## src/rtl/sdio_pkg.sv

```systemverilog
// rtl/sdio_pkg.sv - shared SDIO card-side types and constants
package sdio_pkg;

  localparam int SDIO_CNT_W = 8;
  localparam logic [SDIO_CNT_W-1:0] SDIO_CNT_MAX = '1;

  typedef enum logic [1:0] {
    CLK_RX_IDLE = 2'd0,
    CLK_RX_WAIT = 2'd1,
    CLK_RX_RUN  = 2'd2
  } clk_rx_state_e;

  function automatic logic [SDIO_CNT_W-1:0] sat_inc(input logic [SDIO_CNT_W-1:0] v);
    return (v == SDIO_CNT_MAX) ? v : v + 1'b1;
  endfunction

endpackage

```

## src/rtl/sdio_clk_rx_if.sv

```systemverilog
// rtl/sdio_clk_rx_if.sv - SD clock pin, detection controls and recovered strobes/status
interface sdio_clk_rx_if;
  import sdio_pkg::*;

  logic                  clk_i;
  logic                  clk_det_en;
  logic                  tx_pos;
  logic                  rx_neg;
  logic [SDIO_CNT_W-1:0] idle_limit;
  logic                  tx_en;
  logic                  rx_en;
  logic                  clk_level;
  logic                  clk_active;
  logic                  clk_stop;
  logic [SDIO_CNT_W-1:0] half_period;

  modport master (
    output clk_i, clk_det_en, tx_pos, rx_neg, idle_limit,
    input  tx_en, rx_en, clk_level, clk_active, clk_stop, half_period
  );

  modport slave (
    input  clk_i, clk_det_en, tx_pos, rx_neg, idle_limit,
    output tx_en, rx_en, clk_level, clk_active, clk_stop, half_period
  );

endinterface

```

## src/rtl/sdio_sync.sv

```systemverilog
// rtl/sdio_sync.sv - N-stage level synchroniser, async reset to 0, reusable for CMD/DAT pads
module sdio_sync #(
  parameter int STAGES = 2,
  parameter int WIDTH  = 1
) (
  input  logic             sd_clk,
  input  logic             rstn,
  input  logic [WIDTH-1:0] d,
  output logic [WIDTH-1:0] q
);

  logic [WIDTH-1:0] stg [STAGES];

  always_ff @(posedge sd_clk or negedge rstn) begin
    if (!rstn) begin
      for (int i = 0; i < STAGES; i++) stg[i] <= '0;
    end else begin
      stg[0] <= d;
      for (int i = 1; i < STAGES; i++) stg[i] <= stg[i-1];
    end
  end

  assign q = stg[STAGES-1];

endmodule

```

## src/rtl/sdio_clk_rx.sv

```systemverilog
// rtl/sdio_clk_rx.sv - card-side SD clock receiver; SDIO_CLK_MEAS_EN enables half-period measurement
module sdio_clk_rx
  import sdio_pkg::*;
#(
  parameter int SYNC_STAGES = 2
) (
  input logic          sd_clk,
  input logic          rstn,
  sdio_clk_rx_if.slave bus
);

  logic                  sync_lvl;
  logic                  prev;
  logic                  rise;
  logic                  fall;
  logic                  clk_edge;
  logic                  en;
  logic                  stop_cond;
  logic                  tx_q;
  logic                  rx_q;
  logic                  stop_q;
  logic [SDIO_CNT_W-1:0] cnt;
  clk_rx_state_e         state;
  clk_rx_state_e         state_nxt;

  sdio_sync #(.STAGES(SYNC_STAGES), .WIDTH(1)) u_sync (
    .sd_clk (sd_clk),
    .rstn   (rstn),
    .d      (bus.clk_i),
    .q      (sync_lvl)
  );

  always_ff @(posedge sd_clk or negedge rstn) begin
    if (!rstn) prev <= 1'b0;
    else       prev <= sync_lvl;
  end

  assign rise     = sync_lvl & ~prev;
  assign fall     = ~sync_lvl & prev;
  assign clk_edge = rise | fall;
  assign en       = bus.clk_det_en;

  // A coincident edge beats the timeout, so a half-period equal to idle_limit never stops.
  assign stop_cond = (state == CLK_RX_RUN) && (bus.idle_limit != '0) &&
                     !clk_edge && (cnt == bus.idle_limit);

  always_ff @(posedge sd_clk or negedge rstn) begin
    if (!rstn) state <= CLK_RX_IDLE;
    else       state <= state_nxt;
  end

  always_comb begin
    state_nxt = state;
    case (state)
      CLK_RX_IDLE: state_nxt = CLK_RX_WAIT;
      CLK_RX_WAIT: if (clk_edge) state_nxt = CLK_RX_RUN;
      CLK_RX_RUN:  if (stop_cond) state_nxt = CLK_RX_WAIT;
      default:     state_nxt = CLK_RX_IDLE;
    endcase
    if (!en) state_nxt = CLK_RX_IDLE;
  end

  always_ff @(posedge sd_clk or negedge rstn) begin
    if (!rstn) begin
      tx_q   <= 1'b0;
      rx_q   <= 1'b0;
      stop_q <= 1'b0;
      cnt    <= '0;
    end else begin
      tx_q   <= en & (bus.tx_pos ? rise : fall);
      rx_q   <= en & (bus.rx_neg ? fall : rise);
      stop_q <= en & stop_cond;
      if (!en)           cnt <= '0;
      else if (clk_edge) cnt <= SDIO_CNT_W'(1);
      else               cnt <= sat_inc(cnt);
    end
  end

  assign bus.tx_en      = tx_q;
  assign bus.rx_en      = rx_q;
  assign bus.clk_stop   = stop_q;
  assign bus.clk_level  = sync_lvl;
  assign bus.clk_active = (state == CLK_RX_RUN);

`ifdef SDIO_CLK_MEAS_EN
  logic [SDIO_CNT_W-1:0] half_q;

  // The first edge out of WAIT only re-arms; its spacing spans the stopped interval.
  always_ff @(posedge sd_clk or negedge rstn) begin
    if (!rstn)                                 half_q <= '0;
    else if (!en)                              half_q <= '0;
    else if (clk_edge && state == CLK_RX_RUN)  half_q <= cnt;
  end

  assign bus.half_period = half_q;
`else
  assign bus.half_period = '0;
`endif

endmodule

```

## src/flat_wrapper.sv

```systemverilog
// flat-port wrapper written by rule: the top's interface ports become plain ports
module sdio_clk_rx_flat import sdio_pkg::*;
#(
  parameter int SYNC_STAGES = 2
)
  (sd_clk, rstn, bus_clk_i, bus_clk_det_en, bus_tx_pos, bus_rx_neg, bus_idle_limit, bus_tx_en, bus_rx_en, bus_clk_level, bus_clk_active, bus_clk_stop, bus_half_period);
  sdio_clk_rx_if bus_i ();
  input logic sd_clk;
  input logic rstn;
  input wire logic [$bits(bus_i.clk_i)-1:0] bus_clk_i;
  input wire logic [$bits(bus_i.clk_det_en)-1:0] bus_clk_det_en;
  input wire logic [$bits(bus_i.tx_pos)-1:0] bus_tx_pos;
  input wire logic [$bits(bus_i.rx_neg)-1:0] bus_rx_neg;
  input wire logic [$bits(bus_i.idle_limit)-1:0] bus_idle_limit;
  output wire logic [$bits(bus_i.tx_en)-1:0] bus_tx_en;
  output wire logic [$bits(bus_i.rx_en)-1:0] bus_rx_en;
  output wire logic [$bits(bus_i.clk_level)-1:0] bus_clk_level;
  output wire logic [$bits(bus_i.clk_active)-1:0] bus_clk_active;
  output wire logic [$bits(bus_i.clk_stop)-1:0] bus_clk_stop;
  output wire logic [$bits(bus_i.half_period)-1:0] bus_half_period;
  assign bus_i.clk_i = bus_clk_i;
  assign bus_i.clk_det_en = bus_clk_det_en;
  assign bus_i.tx_pos = bus_tx_pos;
  assign bus_i.rx_neg = bus_rx_neg;
  assign bus_i.idle_limit = bus_idle_limit;
  assign bus_tx_en = bus_i.tx_en;
  assign bus_rx_en = bus_i.rx_en;
  assign bus_clk_level = bus_i.clk_level;
  assign bus_clk_active = bus_i.clk_active;
  assign bus_clk_stop = bus_i.clk_stop;
  assign bus_half_period = bus_i.half_period;
  sdio_clk_rx #(.SYNC_STAGES(SYNC_STAGES)) u_core (.sd_clk(sd_clk), .rstn(rstn), .bus(bus_i));
endmodule
```

## config.mk

```make
export PLATFORM = sky130hd
export DESIGN_NAME = sdio_clk_rx_flat
export DESIGN_NICKNAME = d
export VERILOG_FILES = /design/src/rtl/sdio_pkg.sv /design/src/rtl/sdio_clk_rx_if.sv /design/src/rtl/sdio_sync.sv /design/src/rtl/sdio_clk_rx.sv /design/src/flat_wrapper.sv
export SDC_FILE = /design/constraint.sdc
export NUM_CORES = 1
export LEC_CHECK = 0
export CAP_MARGIN = 25
export CORE_MARGIN = 10
export CORE_UTILIZATION = 46
export DETAILED_ROUTE_END_ITERATION = 6
export PLACE_DENSITY = 0.86
export REMOVE_ABC_BUFFERS = 1
export SYNTH_ARGS = -nofsm -noshare
export SYNTH_HDL_FRONTEND = slang
export SYNTH_SLANG_ARGS = --single-unit
```

## constraint.sdc

```tcl
create_clock -name sd_clk -period 2.22 [get_ports sd_clk]
set_input_delay 0.555 -clock sd_clk [delete_from_list [all_inputs] [get_ports sd_clk]]
set_output_delay 0.555 -clock sd_clk [all_outputs]
set_load 0.005 [all_outputs]
```

==> out/metrics.csv <==
stage,metric,value,unit
outcome,status,"finished, final reports clean",
hold_path,Hold Path Class,register to register,
synthesis,post-synth top area share,41.8,%
setup_path,"Max stage delay cell, worst path",clkdlybuf4s50_1,
synthesis,Netlist cell types,34,
cells_and_area,multi-input logic area,500,µm²
cts,htree depth,1,
placed_design,post-DP HPWL,1740,µm
sta,setup TNS,0,ns
cells_and_area,most frequent cells in the layout,"clkdlybuf4s50_1, dfrtp_1, conb_1",
setup_path,CP max stage delay,0.50,ns
cts,root buffer cell,clkbuf_4,
drt,wire per inst,15.4,µm
synthesis,Post-Syn Instances,96,
setup_path,worst path bufs/invs,2,
cts,TritonCTS clock tree,built,
power_and_ir_drop,leakage,0.000516,µW
cells_and_area,NumNets Final,135,
die,Die Ht,65.6,µm
die,Initial Utilization,48.9,%
sta,FMAX,508,MHz
cts,post-cts sizing count,0,
placed_design,GPL Wtd Cong,0.774,
drt,starting DRC count in detailed routing,40,
power_and_ir_drop,P per Cell Area,479,nW/µm²
sta,"Slew Viols, Final",0,
placed_design,IO Port Bufs,18,
die,core area,1960,µm²
grt,gr usage total,10.4,%
cells_and_area,fillers,198,
cts,Clock transition at path regs,0.08,ns
drt,drt via density,5.58,
grt,met2 GRT Util,17.6,%
drt,Post-DRT Antenna Nets,0,
synthesis,number of synthesized register bits,16,
synthesis,synthesized area per cell,9.98,µm²
setup_path,"Critical Path, Cell by Cell","nand2b_1, inv_1, clkdlybuf4s50_1",
power_and_ir_drop,peak supply drop,0.239,mV
setup_path,crit end category,output pin,
die,Chip Width,65.6,µm
cts,TritonCTS Buffers,3,
sta,min cycle time layout,1.97,ns
synthesis,top post-synthesis cells by area,"dfrtp_1, xnor2_1, buf_4, ha_1, nand4_1",
setup_path,Critical Path Fanout Max,4,
setup_path,WS Path Type,register to output pin,
cts,CTS hold repair buffers,0,
die,die area,4310,µm²
sta,part of the cycle the worst path needs,88.7,%
drt,Pre-Repair DR Iteration Count,4,
cts,# Post-CTS Setup Buffers,0,
grt,met3 track demand over resource,3.05,%
setup_path,CP top delay family,buffers and inverters,
drt,via count,798,
cells_and_area,diode count,0,
synthesis,cell taking the most area after synthesis,dfrtp_1,
sta,unrepaired setup endpoints after global routing,false,
sta,Setup-failing EPs final,0,
setup_path,critical path launch point type,register,
grt,Overflow after GRT,0,
grt,global-route wire length before repair,3710,µm
cts,clock sinks,16,
cells_and_area,share of cells above drive strength 1,6.90,%
synthesis,post-synthesis cell area,958,µm²
grt,initial antenna violation count,0,
die,I/O pin count,27,
grt,busiest grt layer,met2,
setup_path,Worst EP arrival,1.41,ns
job,max cap viols,0,
cts,Worst-Skew Late Latency,0.27,ns
cts,CTS Buffer Depth,2,
cells_and_area,"commonest non-fill, non-tap cell in the layout",clkdlybuf4s50_1,
synthesis,yosys warns,0,
drt,drt drc,0,
sta,clk_skew,0.00245,ns
sta,Final Hold Vio Count,0,
grt,met1 Usage GRT,12.6,%
setup_path,critical path required time,1.66,ns
grt,largest net degree at the start of global routing,17,
cells_and_area,final core utilization,59.3,%
drt,Routed Wire Length,2200,µm
cells_and_area,Area Growth Syn to Fin,21.4,%
synthesis,"Seq/Total Area, Yosys",41.8,%
die,Site Rows,16,
cells_and_area,Sequential Area,400,µm²
grt,vias in the first global route,843,
-- path summary, 6_finish.rpt --
| check | end | cells past startpoint | startpoint | slack (ns) |
|---|---|---|---|---|
| worst max-delay path | bus_clk_active | 3 | u_core.state[0] | 0.25 |
| worst min-delay path | u_core.u_sync.q | 0 | u_core.u_sync.stg[1] | 0.35 |
| worst max register to register | u_core.state[1] | 5 | u_core.u_sync.q | 0.53 |
| worst min register to register | u_core.u_sync.q | 0 | u_core.u_sync.stg[1] | 0.35 |
| max in group asynchronous | u_core.cnt[5] | 2 | rstn | 1.45 |
| min in group asynchronous | u_core.u_sync.stg[1] | 2 | rstn | 0.59 |
-- power by group --
part | total [µW] | leakage, µW | internal (µW) | switching (µW)
Clock | 143 | 0.0000138 | 62.8 | 80.0
Combinational | 102 | 0.000291 | 54.3 | 47.6
Sequential | 312 | 0.000211 | 302 | 9.97
-- through the flow --
stage | cell area, µm² | hold slack (ns) | setup WS, ns | std cells | power (µW)
6_report | 1160 | 0.355 | 0.250 | 143 | 557
2_1_floorplan | 920 | 0.259 | 0.664 | 94 | 365
4_1_cts | 1160 | 0.357 | 0.239 | 143 | 562
3_5_place_dp | 1140 | 0.337 | 0.332 | 140 | 419
3_3_place_gp | 1140 | 0.333 | 0.360 | 140 | 414
5_1_grt | 1160 | 0.360 | 0.152 | 143 | 591
-- synthesized netlist by cell type --
library cell / number
xnor2_1: 7
or2_2: 1
nor2_1: 2
nor4_1: 3
a211oi_1: 3
or3b_1: 1
mux2i_1: 3
o31a_1: 1
a21oi_1: 4
a211o_1: 2
dfrtp_1: 16
nand3b_1: 1
nand4_1: 5
nor4_2: 1
xor2_1: 1
a41o_1: 1
nand3_1: 4
and2_2: 2
nand2_1: 3
inv_1: 5
and3_1: 3
nand2b_1: 2
nor3_1: 1
conb_1: 1
o211ai_1: 1
ha_1: 3
clkbuf_2: 1
o21ai_0: 1
o21bai_1: 1
a31oi_1: 2
o2111a_1: 1
and2_1: 2
buf_4: 8
o31ai_1: 3
-- cell families (layout without fill, tap and decap cells) --
family	Yosys count	in the layout	synth area share (%)
AO/OA/AOI/OAI	20	20	15.1
XOR/XNOR	8	8	7.31
multiplexers	3	3	3.13
flip-flops	16	16	41.8
AND/OR/NAND/NOR	31	31	19.6
adder cells (fa/ha/maj)	3	3	3.92
other	1	8	0.391
buffers and inverters	14	27	8.75
-- layout make-up --
class | instances | area share (%)
timing repair buffer | 19 | 16.1
sequential | 16 | 34.4
multi-input combinational | 73 | 43.0
clock buffer | 3 | 1.94
inverter | 5 | 1.61
tap | 27 | 2.90
-- routing by layer --
layer  wire, µm  vias to the layer above
met3        138                        2
met5          0                        -
met1        991                      382
li1           -                      382
met4         10                        0
met2       1060                       32
-- flip-flops by register name, indices dropped and copies added, names as in the netlist --
signal               count
u_core.prev              1
u_core.bus.tx_en         1
u_core.cnt               8
u_core.bus.clk_stop      1
u_core.u_sync.q          1
u_core.bus.rx_en         1
u_core.u_sync.stg        1
u_core.state             2
Note: power is estimated with default switching activity, not from simulation.
